File: config.mk
export PLATFORM = sky130hd
export DESIGN_NAME = if_stage
export DESIGN_NICKNAME = d
export VERILOG_FILES = /design/src/rtl/pipe_pkg.sv /design/src/rtl/if_id_reg.sv /design/src/rtl/if_stage.sv
export SDC_FILE = /design/constraint.sdc
export NUM_CORES = 1
export LEC_CHECK = 0
export CORE_UTILIZATION = 45
export DETAILED_ROUTE_END_ITERATION = 8
export PLACE_DENSITY = 0.8
export SLEW_MARGIN = 30
export SYNTH_ARGS = -nofsm -noshare
export SYNTH_HDL_FRONTEND = slang
export SYNTH_SLANG_ARGS = --single-unit
File: constraint.sdc
create_clock -name clk -period 3.2 [get_ports clk]
set_input_delay 0.48 -clock clk [delete_from_list [all_inputs] [get_ports clk]]
set_output_delay 0.48 -clock clk [all_outputs]
set_load 0.01 [all_outputs]
File: src/rtl/pipe_pkg.sv
// rtl/pipe_pkg.sv - shared pipeline constants, opcode encodings and fetch FSM type
package pipe_pkg;

    // Bubble instruction: sll $0,$0,0, an R-type write to $0 with no effect
    localparam logic [31:0] NOP_INST      = 32'h0000_0000;
    localparam logic [31:0] RESET_PC_DEF  = 32'h0000_0000;
    localparam logic [31:0] PC_STEP       = 32'h0000_0004;

    // Primary opcodes, inst[31:26]; shared by the ID decoder and branch/jump resolver
    localparam logic [5:0] OP_RTYPE = 6'h00;
    localparam logic [5:0] OP_J     = 6'h02;
    localparam logic [5:0] OP_BEQ   = 6'h04;
    localparam logic [5:0] OP_BNE   = 6'h05;
    localparam logic [5:0] OP_ADDI  = 6'h08;
    localparam logic [5:0] OP_LW    = 6'h23;
    localparam logic [5:0] OP_SW    = 6'h2B;

    // R-type function codes, inst[5:0]
    localparam logic [5:0] FN_SLL   = 6'h00;
    localparam logic [5:0] FN_ADD   = 6'h20;
    localparam logic [5:0] FN_SUB   = 6'h22;
    localparam logic [5:0] FN_AND   = 6'h24;
    localparam logic [5:0] FN_OR    = 6'h25;
    localparam logic [5:0] FN_SLT   = 6'h2A;

    // Fetch FSM: FETCH = last fetch completed, WAIT = imem inserting wait states
    typedef enum logic {
        FETCH = 1'b0,
        WAIT  = 1'b1
    } fetch_state_e;

    // Sequential next PC, modulo 2^32
    function automatic logic [31:0] pc_plus4(input logic [31:0] pc);
        return pc + PC_STEP;
    endfunction

    // Word-align an address by clearing bits [1:0]
    function automatic logic [31:0] word_align(input logic [31:0] addr);
        return {addr[31:2], 2'b00};
    endfunction

endpackage

File: src/rtl/if_id_reg.sv
// rtl/if_id_reg.sv - IF/ID pipeline register with load, bubble and hold controls
module if_id_reg
    import pipe_pkg::*;
(
    input  logic        clk,
    input  logic        rst_n,
    input  logic        load_i,
    input  logic        bubble_i,
    input  logic [31:0] inst_i,
    input  logic [31:0] pc4_i,
    output logic [31:0] inst_o,
    output logic [31:0] pc4_o,
    output logic        valid_o
);

    logic [31:0] inst_q, inst_d;
    logic [31:0] pc4_q,  pc4_d;
    logic        valid_q, valid_d;

    // Bubble has priority over load; with neither asserted the register holds
    always_comb begin
        inst_d  = inst_q;
        pc4_d   = pc4_q;
        valid_d = valid_q;
        if (bubble_i) begin
            inst_d  = NOP_INST;
            pc4_d   = 32'h0;
            valid_d = 1'b0;
        end else if (load_i) begin
            inst_d  = inst_i;
            pc4_d   = pc4_i;
            valid_d = 1'b1;
        end
    end

    // Register update with synchronous active-low reset
    always_ff @(posedge clk) begin
        if (!rst_n) begin
            inst_q  <= NOP_INST;
            pc4_q   <= 32'h0;
            valid_q <= 1'b0;
        end else begin
            inst_q  <= inst_d;
            pc4_q   <= pc4_d;
            valid_q <= valid_d;
        end
    end

    assign inst_o  = inst_q;
    assign pc4_o   = pc4_q;
    assign valid_o = valid_q;

endmodule

File: src/rtl/if_stage.sv
// rtl/if_stage.sv - instruction fetch stage: PC, next-PC mux, fetch FSM, bubble counter
module if_stage
    import pipe_pkg::*;
#(
    parameter logic [31:0] RESET_PC = RESET_PC_DEF,
    parameter int          CNT_W    = 16
) (
    input  logic             clk,
    input  logic             rst_n,
    input  logic             stall,
    input  logic             redirect,
    input  logic [31:0]      redirect_pc,
    output logic [31:0]      imem_addr,
    input  logic [31:0]      imem_rdata,
    input  logic             imem_ready,
    output logic [31:0]      if_id_inst,
    output logic [31:0]      if_id_pc4,
    output logic             if_id_valid,
    output logic             fetch_wait,
    output logic [CNT_W-1:0] bubble_cnt
);

    localparam logic [31:0] RESET_PC_ALIGNED = {RESET_PC[31:2], 2'b00};

    fetch_state_e     state_q, state_d;
    logic [31:0]      pc_q, pc_d;
    logic [CNT_W-1:0] cnt_q, cnt_d;
    logic             ifid_load;
    logic             ifid_bubble;
    logic             count_bubble;
    logic [31:0]      pc4;
    logic [31:0]      target_pc;

    // Low address bits of the redirect target are deliberately discarded
    logic unused_redirect_lsb;
    assign unused_redirect_lsb = &{1'b0, redirect_pc[1:0]};

    assign pc4       = pc_plus4(pc_q);
    assign target_pc = word_align(redirect_pc);

    // Priority rules: redirect, then stall, then fetch completion, else wait state
    always_comb begin
        pc_d         = pc_q;
        state_d      = state_q;
        ifid_load    = 1'b0;
        ifid_bubble  = 1'b0;
        count_bubble = 1'b0;
        if (redirect) begin
            // Squash whatever is being fetched this cycle, even if imem is ready
            pc_d         = target_pc;
            ifid_bubble  = 1'b1;
            count_bubble = 1'b1;
            state_d      = FETCH;
        end else if (stall) begin
            // Full hold: PC, IF/ID and FSM keep their values
            pc_d    = pc_q;
            state_d = state_q;
        end else if (imem_ready) begin
            pc_d      = pc4;
            ifid_load = 1'b1;
            state_d   = FETCH;
        end else begin
            // Memory not ready: keep the address stable and feed ID a bubble
            ifid_bubble  = 1'b1;
            count_bubble = 1'b1;
            state_d      = WAIT;
        end
    end

    // Saturating bubble counter: stops at all-ones
    always_comb begin
        cnt_d = cnt_q;
        if (count_bubble && (cnt_q != {CNT_W{1'b1}})) begin
            cnt_d = cnt_q + CNT_W'(1);
        end
    end

    // PC, FSM and counter registers; reset overrides every rule
    always_ff @(posedge clk) begin
        if (!rst_n) begin
            pc_q    <= RESET_PC_ALIGNED;
            state_q <= FETCH;
            cnt_q   <= '0;
        end else begin
            pc_q    <= pc_d;
            state_q <= state_d;
            cnt_q   <= cnt_d;
        end
    end

    if_id_reg u_if_id_reg (
        .clk      (clk),
        .rst_n    (rst_n),
        .load_i   (ifid_load),
        .bubble_i (ifid_bubble),
        .inst_i   (imem_rdata),
        .pc4_i    (pc4),
        .inst_o   (if_id_inst),
        .pc4_o    (if_id_pc4),
        .valid_o  (if_id_valid)
    );

    assign imem_addr  = pc_q;
    assign fetch_wait = (state_q == WAIT);
    assign bubble_cnt = cnt_q;

endmodule

Word level (Yosys, flattened, before mapping)
Index checks and enable logic that the tools add are counted.
{ "word_totals": {"regBits": 114, "in_bits": 69, "output_inout_bits": 114, "wordCells": 28} }
{ "op_classes": {"addsub": 2, "n_eq_ne": 2, "mux": 9, "bitwise": 2, "reduce_logical": 6} }
{ "ops": {"columns": ["cell", "n"], "rows": [
  ["32-bit two-way mux", 3],
  ["32-bit by 3-bit adder with 32-bit output (second input constant)", 1],
  ["16-bit by 1-bit adder with 16-bit output (second input constant)", 1],
  ["16-bit inequality test (second input constant)", 1],
  ["1-bit two-way mux", 6],
  ["2-bit AND reduction", 2],
  ["2-bit OR reduction", 2],
  ["2-bit by 1-bit inequality test with 1-bit output (second input constant)", 1],
  ["1-bit inverter", 2],
  ["2-bit nonzero test", 1],
  ["1-bit logical AND", 1]
]} }

Logic depth before layout (Yosys ltp)
{ "logic_depth": {"ltp_word": 4, "depth_mapped": 7, "mapped_depth_nobuf": 6} }

By module
Synthesis repeated with hierarchy kept, for this count alone.
{ "unflattened": {"hier_cells": 628, "area_unflattened_um2": 5562.8} }
{ "modules_own_cells": {"columns": ["module", "n_inst", "cells_each", "area_each_um2", "seq_area_each_um2"], "rows": [
  ["if_stage", 1, 418, 3238.1, 940.9],
  ["if_id_reg", 1, 210, 2324.7, 1301.2]
]} }

Least setup slack after synthesis
Ideal clock, no wire load.
{ "synth_timing": {"path_type": "reg2reg", "from": "reg pc_q[2] (netlist: imem_addr[2])", "to": "reg u_if_id_reg.pc4_q[30] (netlist: u_if_id_reg.pc4_o[30])", "setup_time_ns": 0.079, "arrival_time_ns": 1.737, "required_time_ns": 3.121, "setup_slack_ns": 1.384, "stages_incl_launch_ff": 7, "n_path_buf": 0, "period_less_slack_ns": 1.816, "path_cell_list": "dfxtp_1 > ha_1 > nand3_2 > nor2_2 > nand4_1 > xor2_1 > a211oi_2"} }
{ "synth_between": {"elab_chain_len": 1} }
{ "synth_lines": {"columns": ["item", "line_no", "rtl"], "rows": [
  ["from (decl)", "if_stage.sv:26", "logic [31:0] pc_q, pc_d;"],
  ["from (signal assigned)", "if_stage.sv:85", "pc_q <= pc_d;"],
  ["32-bit by 3-bit adder with 32-bit output", "pipe_pkg.sv:34", "return pc + PC_STEP;"],
  ["to (signal assigned)", "if_id_reg.sv:44", "pc4_q <= pc4_d;"],
  ["to (decl)", "if_id_reg.sv:17", "logic [31:0] pc4_q, pc4_d;"]
]} }
No other way between the ends.
A chain may end at the register's enable or synchronous reset.

Worst setup path in the final report
{ "layout_timing": {"from": "in stall", "to": "reg pc_q[26] (netlist: imem_addr[26])"} }
{ "layout_between": {"elab_chain_len": 2} }
{ "layout_lines": {"columns": ["item", "line_no", "rtl"], "rows": [
  ["from (decl)", "if_stage.sv:10", "input logic stall,"],
  ["2-bit by 1-bit inequality test with 1-bit output (no source line)", null, null],
  ["2-bit AND reduction (no source line)", null, null]
]} }
No other way between the ends.

==> impl_results.md <==
- Outcome: complete, no violations
- DR pass1 iterations: 7
- Syn_area_per_cell: 8.245 µm²
- Asr flop ratio synth: 0%
- Crit path max fanout: 13
- Worst EP arrival: approximately 2.6 ns
- Postcts setup bufs: 0
- Buffer and inverter count on the worst path: 1
- TritonCTS clock tree: yes
- Hold crit path type: reg2reg
- Layout cell share with drive strength beyond 1: about 6.0%
- Critical path required time: roughly 3.4 ns
- Placed standard-cell area: 6997 µm²
- Ranking of synthesized cells by area: dfxtp_1 43%, nand2_1 7.5%, xor2_1 7.2%
- Via density: 5.302
- Final worst-path cycle share: between 70% and 80%
- Die area: approximately 12000 µm²
- Post-synth top flop: dfxtp_1
- Power Dens Cells: ~400 nW/µm²
- Slowest-stage cell, CP: nor3_4
- Hold path depth: 2
- Rows: 38
- Worst path top cell family by delay: simple AND/OR/NAND/NOR gates
- Post-synth cell types: 47
- Synthesis-stage register bit count: 110
- Largest net degree at the start of global routing: ~50
- Die width: about 110 µm
- Final count of hold timing violations: 0
- Initial Util: 46.70%
- Initial antenna violation count: 0
- Final Wtd Congestion: ~0.86
- Count leader, synth: dfxtp_1
- Area Overhead vs Synth: 42.45%
- Seq/Total Area, Yosys: 42.94%
- Worst Reg-to-Reg Cells: 5
- Gr usage total: a little under a quarter
- CTS-repair resized insts: 0
- CTS clock-pin slew for the worst setup and hold paths: around 0.07 ns
- Final wirelength: about 14000 µm
- Area occupied by multi-input gates: around 2700 µm²
- # setup viols final: 0
- Hold-critical path endpoint: u_if_id_reg.inst_o[25]
- Worst-margin pin slew: 0.7568 ns
- Vias in the first global route: between 4k and 5k
- Design area: 7306 µm²
- Post-route ant nets: 0
- Slew headroom: between 40% and 50%
- Number of synthesized flops with an enable pin: 0
- Io pins: between 150 and 200
- Synth warn: 0
- Drt wl/cell: roughly 15 µm
- Max Clock Skew: ~0.0078 ns
- Top-area cell type share of the netlist area: between 40 and 50%
- Core Region: between 10000 and 15000 µm²
- H-tree levels: 3
- Post-Syn Instances: between 600 and 700
- ANT cells: 0
- Clock latency on the worst-skew pair: between 0.3 and 0.4 ns
- HP Start: u_if_id_reg.inst_o[25]
- Hold-fix buffers at CTS: 0
- Reg2reg start: imem_addr[6]
- Setup_tns: 0 ns
- RSZ-0062 raised after global routing: false
- Number of port buffers: between 150 and 200
- Congestion Overflow GR: 0
- Die H: 108.8 µm
- WS Path Type: in2reg
- CTS Buf Count: 9
- Final net count: between 800 and 900
- Cell Chain, Critical Path: clkdlybuf4s50_1, nand2b_1, nor3_4, nand3_1, xnor2_1, a21oi_1
- Pleak: around 2.4 nW
- Critical Path End Type: register
- Post-synth top cells: 110 x dfxtp_1, 102 x nand2_1, 58 x a21oi_1, 47 x nor2_1, 42 x xor2_1
- Global-route wire length before repair: ~22000 µm
- Vias: ~4.9k
- Startpoint Class: primary input
- Residual DRC: 0
- # fillers: 905
- Util after Layout: ~67%
- Reg-to-Reg End: u_if_id_reg.pc4_o[31]
- R2r setup slk: ~0.95 ns
- Placed wire-length estimate: roughly 10000 µm
- Mapped Area: between 5000 and 6000 µm²
- CTS Sinks: 110
- CTS max path bufs: 2
- Max Clk Rate: 426.2 MHz
- Max Cap Viol: 0
- Worst path max stage delay: 0.55 ns
- IR drop worst, VDD: 0.0002297 V
- CTS root buf: clkbuf_16
- Crit path time final: 2.346 ns
- Reg area: approximately 2200 µm²
- Synth area leader: dfxtp_1
- Starting DRT DRC Count: 381
- Max-slew violations: 0
worst register-to-register path, stage by stage (launching register included):
cell and delay, ns:
dfxtp_1 0.53, nand4_2 0.42, nor4_4 0.60, nand3_1 0.15, xor2_1 0.33, a211oi_2 0.11
sequential cells by signal, indices dropped and copies added (netlist names):
| signal | flops |
|---|---|
| imem_addr | 30 |
| u_if_id_reg.pc4_o | 30 |
| bubble_cnt | 16 |
| fetch_wait | 1 |
| u_if_id_reg.valid_o | 1 |
| u_if_id_reg.inst_o | 32 |
cell usage in the layout, fill, tap and decap left out, types with 2 or more instances in the layout:
cell / netlist / routed
nand3_1: 25 / 25
clkbuf_16: 0 / 9
inv_1: 7 / 7
nor3_1: 16 / 16
clkinvlp_4: 0 / 3
nor2b_1: 3 / 3
buf_4: 4 / 6
nor3_2: 2 / 2
xor2_1: 42 / 42
nor4b_1: 2 / 2
a21oi_1: 58 / 58
ha_1: 2 / 2
buf_12: 0 / 3
xnor2_1: 25 / 25
nor2_1: 47 / 46
nand2_1: 102 / 102
nor3b_1: 2 / 2
nand4_1: 19 / 19
nand2b_1: 3 / 3
conb_1: 1 / 4
and2_1: 20 / 20
clkdlybuf4s50_1: 0 / 176
nor4_1: 6 / 6
and3_1: 3 / 3
nor4_4: 3 / 3
dfxtp_1: 110 / 110
o21ai_0: 32 / 32
a211oi_1: 22 / 22
a211oi_2: 6 / 6
power breakdown:
| group | switching, mW | internal [mW] |
|---|---|---|
| Sequential | 0.0602 | 1.41 |
| Clock | 0.504 | 0.554 |
| Combinational | 0.166 | 0.205 |
final cells by class:
| type | count | area share, % |
|---|---|---|
| Clock buffer | 10 | 3.271 |
| Clock inverter | 5 | 0.5823 |
| Inverter | 7 | 0.3597 |
| Multi-Input combinational cell | 462 | 37.32 |
| Sequential cell | 110 | 30.14 |
| Tap cell | 140 | 2.398 |
| Timing Repair Buffer | 186 | 25.93 |
metrics by stage:
stage               power [mW]  std cells  hold slack, ns  setup WS (ns)
finish                   2.897        920          0.4583         0.8538
global placement         1.857        904          0.4406         0.5844
CTS                      2.918        919          0.4621         0.8738
detailed placement       1.865        904          0.4518         0.5290
global route             3.014        920          0.4764         0.7173
floorplan                1.655        625          0.4805          1.384
worst max path at each step:
| stage | slack, ns | endpoint | cells after the start | from |
|---|---|---|---|---|
| after global routing | 0.72 | imem_addr[30] | 6 | stall |
| after floorplan | 1.38 | u_if_id_reg.pc4_o[30] | 6 | imem_addr[2] |
| final | 0.85 | imem_addr[26] | 6 | stall |
| after detailed placement | 0.53 | imem_addr[30] | 6 | stall |
| after CTS | 0.87 | imem_addr[26] | 6 | stall |
| after global placement | 0.58 | imem_addr[30] | 6 | stall |
logic make-up after synthesis:
kind of cell    count (synthesis)  share of synthesized area (%)
simple gates                  265                          26.20
xor+xnor                       67                          11.44
buf+inv                        53                          4.489
other cells                     1                        0.07312
flops                         110                          42.94
compound gates                123                          14.17
fa+ha+maj                       2                         0.4878
mux                             1                         0.1952
layer usage:
| metal | vias to the layer above | global-route usage [%] | routed length (µm) |
|---|---|---|---|
| met5 | - | 0 | 0 |
| met4 | 0 | 8.591 | 273 |
| met3 | 21 | 4.363 | 1062 |
| met2 | 206 | 39.01 | 6565 |
| met1 | 2224 | 30.34 | 6038 |
| li1 | 2427 | - | - |
No activity file was read; power rests on OpenSTA's default activity.
